File: config.mk
export PLATFORM = sky130hd
export DESIGN_NAME = crypt_iter_unroll_flat
export DESIGN_NICKNAME = d
export VERILOG_FILES = /design/src/rtl/crypt_iter_unroll_if.sv /design/src/rtl/crypt_iter_unroll.sv /design/src/flat_wrapper.sv
export SDC_FILE = /design/constraint.sdc
export NUM_CORES = 1
export LEC_CHECK = 0
export CORE_MARGIN = 2
export CORE_UTILIZATION = 25
export CTS_BUF_LIST = sky130_fd_sc_hd__clkbuf_16
export CTS_CLUSTER_DIAMETER = 200
export DETAILED_ROUTE_END_ITERATION = 16
export GPL_ROUTABILITY_DRIVEN = 0
export GPL_TIMING_DRIVEN = 0
export PLACE_DENSITY = 0.45
export SYNTH_ARGS = -nofsm -noshare
export SYNTH_HDL_FRONTEND = slang
export SYNTH_SLANG_ARGS = --single-unit
File: constraint.sdc
create_clock -name clk -period 10.7 [get_ports clk]
set_input_delay 1.07 -clock clk [delete_from_list [all_inputs] [get_ports clk]]
set_output_delay 1.07 -clock clk [all_outputs]
set_load 0.05 [all_outputs]
File: src/rtl/crypt_iter_unroll_if.sv
// Request/response bundle of the iterative DES core: request side drives
// req/dec/k/m, core returns the result block c and the acknowledge.
// Four-phase handshake; no other flow control on this bundle.
`ifndef N_K
`define N_K 64
`endif
`ifndef N_B
`define N_B 64
`endif
`ifndef N_R
`define N_R 16
`endif

interface crypt_iter_unroll_if;
  logic            req;
  logic            dec;
  logic [`N_K-1:0] k;
  logic [`N_B-1:0] m;
  logic [`N_B-1:0] c;
  logic            ack;

  modport master (output req, dec, k, m, input c, ack);
  modport slave  (input req, dec, k, m, output c, ack);
endinterface

File: src/rtl/crypt_iter_unroll.sv
// Iterative DES encrypt/decrypt core, UNROLL Feistel rounds per clock.
// Latency: c/ack valid N_R/UNROLL cycles after the request capture edge.
// Backpressure: four-phase req/ack; dropping req mid-run aborts the operation.
`ifndef N_K
`define N_K 64
`endif
`ifndef N_B
`define N_B 64
`endif
`ifndef N_R
`define N_R 16
`endif

// Initial permutation on the block, PC1 on the key.
module pre_processing (
  input  logic [63:0] k,
  input  logic [63:0] m,
  output logic [31:0] r1,
  output logic [31:0] r0,
  output logic [55:0] cd
);
  localparam int PC1_T [56] = '{57,49,41,33,25,17, 9, 1,58,50,42,34,26,18,
                                10, 2,59,51,43,35,27,19,11, 3,60,52,44,36,
                                63,55,47,39,31,23,15, 7,62,54,46,38,30,22,
                                14, 6,61,53,45,37,29,21,13, 5,28,20,12, 4};
  logic [63:0] ip;
  // Key parity bits are dropped by PC1.
  wire unused_parity = ^{k[56], k[48], k[40], k[32], k[24], k[16], k[8], k[0]};

  for (genvar i = 0; i < 64; i++) begin : g_ip
    localparam int R   = i / 8;
    localparam int SRC = (R < 4 ? 58 + 2 * R : 49 + 2 * R) - 8 * (i % 8);
    assign ip[63-i] = m[64-SRC];
  end
  for (genvar i = 0; i < 56; i++) begin : g_pc1
    localparam int S = PC1_T[i];
    assign cd[55-i] = k[64-S];
  end
  assign r1 = ip[63:32];
  assign r0 = ip[31:0];
endmodule

// One Feistel round; cd is the already-rotated key state, PC2 applied here.
module round (
  input  logic [63:0] lr,
  input  logic [55:0] cd,
  output logic [63:0] lr_o
);
  localparam int PC2_T [48] = '{14,17,11,24, 1, 5, 3,28,15, 6,21,10,
                                23,19,12, 4,26, 8,16, 7,27,20,13, 2,
                                41,52,31,37,47,55,30,40,51,45,33,48,
                                44,49,39,56,34,53,46,42,50,36,29,32};
  localparam int P_T [32] = '{16, 7,20,21,29,12,28,17, 1,15,23,26, 5,18,31,10,
                              2, 8,24,14,32,27, 3, 9,19,13,30, 6,22,11, 4,25};
  localparam logic [0:7][0:63][3:0] SBOX = {
    256'hE4D12FB83A6C5907_0F74E2D1A6CB9538_41E8D62BFC973A50_FC8249175B3EA06D,
    256'hF18E6B34972DC05A_3D47F28EC01A69B5_0E7BA4D158C6932F_D8A13F42B67C05E9,
    256'hA09E63F51DC7B428_D70934A6285ECBF1_D6498F30B12C5AE7_1AD069874FE3B52C,
    256'h7DE3069A1285BC4F_D8B56F03472C1AE9_A690CB7DF13E5284_3F06A1D8945BC72E,
    256'h2C417AB6853FD0E9_EB2C47D150FA3986_421BAD78F9C5630E_B8C71E2D6F09A453,
    256'hC1AF92680D34E75B_AF427C9561DE0B38_9EF528C3704A1DB6_432C95FABE17608D,
    256'h4B2EF08D3C975A61_D0B7491AE35C2F86_14BDC37EAF680592_6BD814A7950FE23C,
    256'hD2846FB1A93E50C7_1FD8A374C56B0E92_7B419CE206ADF358_21E74A8DFC90356B};

  logic [31:0] l, r, so, f;
  logic [47:0] kk, e, x;
  // Key-state bits that PC2 never selects.
  wire unused_pc2 = ^{cd[47], cd[38], cd[34], cd[31], cd[21], cd[18], cd[13], cd[2]};

  assign l = lr[63:32];
  assign r = lr[31:0];
  for (genvar i = 0; i < 48; i++) begin : g_pc2_e
    localparam int S   = PC2_T[i];
    localparam int SRC = ((4 * (i / 6) + (i % 6) + 31) % 32) + 1;
    assign kk[47-i] = cd[56-S];
    assign e[47-i]  = r[32-SRC];
  end
  assign x = e ^ kk;
  for (genvar s = 0; s < 8; s++) begin : g_sbox
    logic [5:0] six, idx;
    assign six = x[47-6*s -: 6];
    assign idx = {six[5], six[0], six[4:1]};
    assign so[31-4*s -: 4] = SBOX[s][idx];
  end
  for (genvar i = 0; i < 32; i++) begin : g_p
    localparam int S = P_T[i];
    assign f[31-i] = so[32-S];
  end
  assign lr_o = {r, l ^ f};
endmodule

// Final permutation (inverse of the initial permutation).
module post_processing (
  input  logic [63:0] x,
  output logic [63:0] y
);
  for (genvar i = 0; i < 64; i++) begin : g_fp
    localparam int R   = i / 8;
    localparam int SRC = (R < 4 ? 58 + 2 * R : 49 + 2 * R) - 8 * (i % 8);
    assign y[64-SRC] = x[63-i];
  end
endmodule

module crypt_iter_unroll #(
  parameter int UNROLL = 1,
  parameter int N_R    = `N_R
) (
  input logic                clk,
  input logic                rst,
  crypt_iter_unroll_if.slave bus
);
  localparam int CW = $clog2(N_R + 1);
  localparam logic [CW-1:0] STEP = CW'(UNROLL);
  localparam logic [CW-1:0] LAST = CW'(N_R);

  if (UNROLL != 1 && UNROLL != 2 && UNROLL != 4 && UNROLL != 8 && UNROLL != 16) begin : g_bad_unroll
    $error("crypt_iter_unroll: UNROLL must be 1, 2, 4, 8 or 16");
  end
  if (N_R % UNROLL != 0) begin : g_bad_nr
    $error("crypt_iter_unroll: N_R must be a multiple of UNROLL");
  end

  typedef enum logic [1:0] {IDLE, RUN, DONE} state_t;

  state_t          state;
  logic [63:0]     lr;
  logic [55:0]     cd;
  logic [CW-1:0]   cnt;
  logic            mode;
  logic [63:0]     c_q;
  logic            ack_q;
  logic [31:0]     pre_r1, pre_r0;
  logic [55:0]     pre_cd;
  logic [63:0]     lr_nxt, c_nxt;
  logic [55:0]     cd_nxt;
  logic [CW-1:0]   cnt_nxt;

  // Per-round rotation of one 28-bit key half for round number j.
  function automatic logic [27:0] rot28(input logic [27:0] v, input logic dm, input logic [4:0] j);
    logic one;
    one = (j == 5'd1) || (j == 5'd2) || (j == 5'd9) || (j == 5'd16);
    if (!dm)            rot28 = one ? {v[26:0], v[27]} : {v[25:0], v[27:26]};
    else if (j == 5'd1) rot28 = v;
    else                rot28 = one ? {v[0], v[27:1]} : {v[1:0], v[27:2]};
  endfunction

  pre_processing u_pre (.k(bus.k), .m(bus.m), .r1(pre_r1), .r0(pre_r0), .cd(pre_cd));

  for (genvar u = 0; u < UNROLL; u++) begin : g_stage
    logic [63:0] lr_i, lr_o;
    logic [55:0] cd_i, cd_o;
    logic [4:0]  j;
    if (u == 0) begin : g_first
      assign lr_i = lr;
      assign cd_i = cd;
    end else begin : g_next
      assign lr_i = g_stage[u-1].lr_o;
      assign cd_i = g_stage[u-1].cd_o;
    end
    assign j    = 5'(cnt) + 5'(u + 1);
    assign cd_o = {rot28(cd_i[55:28], mode, j), rot28(cd_i[27:0], mode, j)};
    round u_round (.lr(lr_i), .cd(cd_o), .lr_o(lr_o));
  end

  assign lr_nxt  = g_stage[UNROLL-1].lr_o;
  assign cd_nxt  = g_stage[UNROLL-1].cd_o;
  assign cnt_nxt = cnt + STEP;

  post_processing u_post (.x({lr_nxt[31:0], lr_nxt[63:32]}), .y(c_nxt));

  // Handshake FSM and round datapath registers.
  always_ff @(posedge clk or posedge rst) begin
    if (rst) begin
      state <= IDLE;
      lr    <= '0;
      cd    <= '0;
      cnt   <= '0;
      mode  <= 1'b0;
      c_q   <= '0;
      ack_q <= 1'b0;
    end else begin
      case (state)
        IDLE: if (bus.req) begin
          mode  <= bus.dec;
          lr    <= {pre_r1, pre_r0};
          cd    <= pre_cd;
          cnt   <= '0;
          state <= RUN;
        end
        RUN: if (!bus.req) begin
          state <= IDLE;
        end else begin
          lr  <= lr_nxt;
          cd  <= cd_nxt;
          cnt <= cnt_nxt;
          if (cnt_nxt == LAST) begin
            c_q   <= c_nxt;
            ack_q <= 1'b1;
            state <= DONE;
          end
        end
        DONE: if (!bus.req) begin
          ack_q <= 1'b0;
          state <= IDLE;
        end
        default: state <= IDLE;
      endcase
    end
  end

  assign bus.c   = c_q;
  assign bus.ack = ack_q;
endmodule

File: src/flat_wrapper.sv
// flat-port wrapper written by rule: the top's interface ports become plain ports
module crypt_iter_unroll_flat 
#(
  parameter int UNROLL = 1,
  parameter int N_R    = `N_R
)
  (clk, rst, bus_req, bus_dec, bus_k, bus_m, bus_c, bus_ack);
  crypt_iter_unroll_if bus_i ();
  input logic clk;
  input logic rst;
  input wire logic [$bits(bus_i.req)-1:0] bus_req;
  input wire logic [$bits(bus_i.dec)-1:0] bus_dec;
  input wire logic [$bits(bus_i.k)-1:0] bus_k;
  input wire logic [$bits(bus_i.m)-1:0] bus_m;
  output wire logic [$bits(bus_i.c)-1:0] bus_c;
  output wire logic [$bits(bus_i.ack)-1:0] bus_ack;
  assign bus_i.req = bus_req;
  assign bus_i.dec = bus_dec;
  assign bus_i.k = bus_k;
  assign bus_i.m = bus_m;
  assign bus_c = bus_i.c;
  assign bus_ack = bus_i.ack;
  crypt_iter_unroll #(.UNROLL(UNROLL), .N_R(N_R)) u_core (.clk(clk), .rst(rst), .bus(bus_i));
endmodule
==> summary.txt <==
Drt
  • Antenna Violating Nets Remaining: 0
  • DR vias: about 20000
  • Via/cell ratio: between 5 and 6
  • TritonRoute pass-1 iters: 6
  • DRT iter0 DRCs: roughly 3000
  • WL per Instance: about 27 µm
  • Final wirelength: approximately 94000 µm
  • Drc violations: 0

STA
  • Final setup viols: 0
  • Final period utilization: 59.1%
  • Tmin final: 6.32 ns
  • Highest Clock Rate: 158 MHz
  • Final Slew Violations: 0
  • Setup tns final: 0 ns
  • Max-slew headroom: between 10% and 20%
  • RSZ-0062 raised after global routing: no
  • Clock skew: 0.0259 ns
  • Final hold viol count: 0
  • Worst slew pin tran: 1.28 ns

Clock tree
  • CTS clk-pin slew, worst paths: 0.09 ns
  • Deepest clock path buffer count: 2
  • CTS Buf Count: 17
  • Root Buffer: clkbuf_16
  • CTS tree: yes
  • # Post-CTS Setup Buffers: 0
  • Hold_buf cts: 0
  • Clk sinks: 193
  • Cts repair resizes: 0
  • Worst-skew pair later-pin latency: 0.53 ns
  • CTS H-Tree Depth: 4

Floorplanning
  • Initial Util: around 25%
  • Die width: approximately 270 µm
  • Top-level I/O count: roughly 200
  • # rows: 97
  • Die extent in y: 270 µm
  • Die area: about 0.073 mm²
  • Core ar.: approximately 0.07 mm²

Synth
  • Main area contributors after synthesis: dfrtp_1 (27%), nand2_1 (5.9%), ha_1 (4.7%)
  • Gate count after technology mapping: ~2300
  • Post-synth top cells: nand2_1 (277), dfrtp_1 (193), a21oi_1 (163), o21ai_0 (161), nor2_1 (152)
  • Top FF cell, synth: dfrtp_1
  • Proportion of netlist area held by the largest area contributor: a little over a quarter
  • Most common cell in the netlist: nand2_1
  • Post-synth cell types: 116
  • Synth area leader: dfrtp_1
  • Share of flip-flops with an asynchronous set or reset: 100%
  • Mapped Nets: 2460
  • Mapped Area: about 0.018 mm²
  • FF+latch count, synth: 193
  • YS warnings: 0
  • EDFF count, synth: 0
  • Synthesized area per cell: slightly below 8 µm²
  • Sequential fraction of the synthesis area: 27.2%

Global route
  • Grt ovf: 0
  • Tot GR Track Use: 25.0%
  • Initial antenna violation count: 4
  • Largest net degree at the start of global routing: 100
  • Vias in the first global route: a little under 20000
  • First-pass GRT wire length: 135000 µm

Power
  • Leakage: roughly 8.5 nW
  • Pwr/cell area: ~320 mW/mm²
  • Maximum vdd drop: between 0.0001 and 0.00015 V
  • Final Power: 6.91 mW

Hold path
  • Hold Crit Class: register to register

Critical path
  • Crit path cell chain: inv_1, clkbuf_1, buf_1, buf_1, clkbuf_1, nor2_1, a32oi_1, o31ai_2, xnor2_2, inv_1, ha_1, or4_1, nand3_1, o22ai_1, a221oi_1, a21oi_1, xnor2_1, o21ai_0
  • Slowest-stage cell, CP: clkbuf_1
  • Critical Path Max Stage Delay: 0.69 ns
  • Worst Path Buf+Inv: 6
  • Arr. time, crit path: roughly 6.7 ns
  • CP Capture Type: register
  • Crit-path max FO: 10
  • Crit Path Class: register to register
  • CP Launch Type: register
  • CP Data Required Time: 11.07 ns
  • Critical path's top delay family: buffers and inverters

Layout
  • Final nets: approximately 2700
  • Layout cells sized above 1: 7.93%
  • Antenna Cells: 0
  • Layout area overhead: 20.8%
  • Post-route cell area: around 0.021 mm²

Status
  • Outcome: completed

Flow run
  • Max cap viols: 0

Place
  • Post-DP Area: 0.0208 mm²
  • HPWL after DPL: 71400 µm
  • PortBufs: 188
## per-stage QoR
step	utilization [%]	cells	setup WS [ns]	hold WS [ns]
finish	30.5	3423	4.38	0.480
global route	30.5	3423	4.24	0.511
CTS	30.5	3423	4.67	0.490
detailed placement	29.7	3391	4.70	0.470
global placement	29.6	3390	0.879	0.474
floorplan	-	2262	4.37	0.470
## placed cells by master, fill, tap and decap left out, types with 11 or more instances in the layout
master,n
o21a_1,22
a211oi_1,46
a211o_1,15
nand3_1,95
dfrtp_1,193
xor2_1,16
xnor2_1,41
clkdlybuf4s50_1,188
a31oi_1,58
inv_1,67
buf_6,11
and3_1,54
or3_1,41
o21ai_1,36
nor3_1,100
ha_1,66
nor2_1,152
nand4_1,14
a311oi_1,11
o31ai_1,16
o21ai_0,161
mux4_2,17
nor3b_1,13
mux2i_1,61
buf_4,13
o211ai_1,39
clkbuf_1,95
and2_1,11
buf_2,36
a21oi_1,163
o22ai_1,11
buf_1,11
clkbuf_16,17
nand2_1,277
## worst reg2reg max path, stage by stage, from the launching register on
cell and delay [ns]:
dfrtp_1 0.45, inv_1 0.09, clkbuf_1 0.49, buf_1 0.57, buf_1 0.54, clkbuf_1 0.69
nor2_1 0.11, a32oi_1 0.22, o31ai_2 0.22, xnor2_2 0.49, inv_1 0.29, ha_1 0.34
or4_1 0.52, nand3_1 0.13, o22ai_1 0.12, a221oi_1 0.36, a21oi_1 0.15, xnor2_1 0.29
o21ai_0 0.11
## area by class of cell
| class | instances | area, µm² |
|---|---|---|
| fill | 7646 | 48700 |
| multi-input combinational | 1824 | 11800 |
| sequential | 193 | 4830 |
| timing repair buffer | 189 | 1910 |
| tap | 940 | 1180 |
| buffer | 168 | 812 |
| clock buffer | 17 | 425 |
| inverter | 77 | 297 |
| clock inverter | 15 | 169 |
## cell families after synthesis
family | count (synthesis) | synth area share, %
AND/OR/NAND/NOR | 847 | 23.1
multiplexers | 85 | 6.13
AO/OA/AOI/OAI | 763 | 29.2
flip-flops | 193 | 27.2
XOR/XNOR | 63 | 3.40
adder cells (fa/ha/maj) | 66 | 4.66
buffers and inverters | 245 | 6.21
## sequential cells by signal, summed over array words and instances (netlist names)
name,cells
u_core.bus.ack,1
u_core.bus.c,64
u_core.cd,56
u_core.cnt,5
u_core.g_stage.lr_i,64
u_core.mode,1
u_core.state,2
## metal layers
metal  vias up  global-route usage [%]  share of wire, %
li1       8825                       -                 -
met1      9945                    33.6                42
met2      1233                    37.8                43
met3       222                    4.70               8.4
met4         0                    13.6               5.9
met5         -                       0                 0
## power breakdown
part	switching, mW	leakage, nW	total, mW	internal, mW
clock	0.373	0.288	0.686	0.313
sequential	0.237	2.43	1.09	0.857
combinational	3.29	5.80	5.13	1.84
total	3.90	8.52	6.91	3.01
## path summary, 6_finish.rpt
path | slack (ns) | start | to | depth (start not counted)
max in group asynchronous | 8.58 | rst | u_core.bus.c[40] | 3
setup reg to reg | 4.38 | u_core.mode | u_core.bus.c[56] | 18
setup / recovery | 4.38 | u_core.mode | u_core.bus.c[56] | 18
hold reg to reg | 0.48 | u_core.bus.c[17] | u_core.bus.c[17] | 2
min in group asynchronous | 1.12 | rst | u_core.cd[1] | 2
hold / removal | 0.48 | u_core.bus.c[17] | u_core.bus.c[17] | 2
Power figures use the tool's default switching activity.
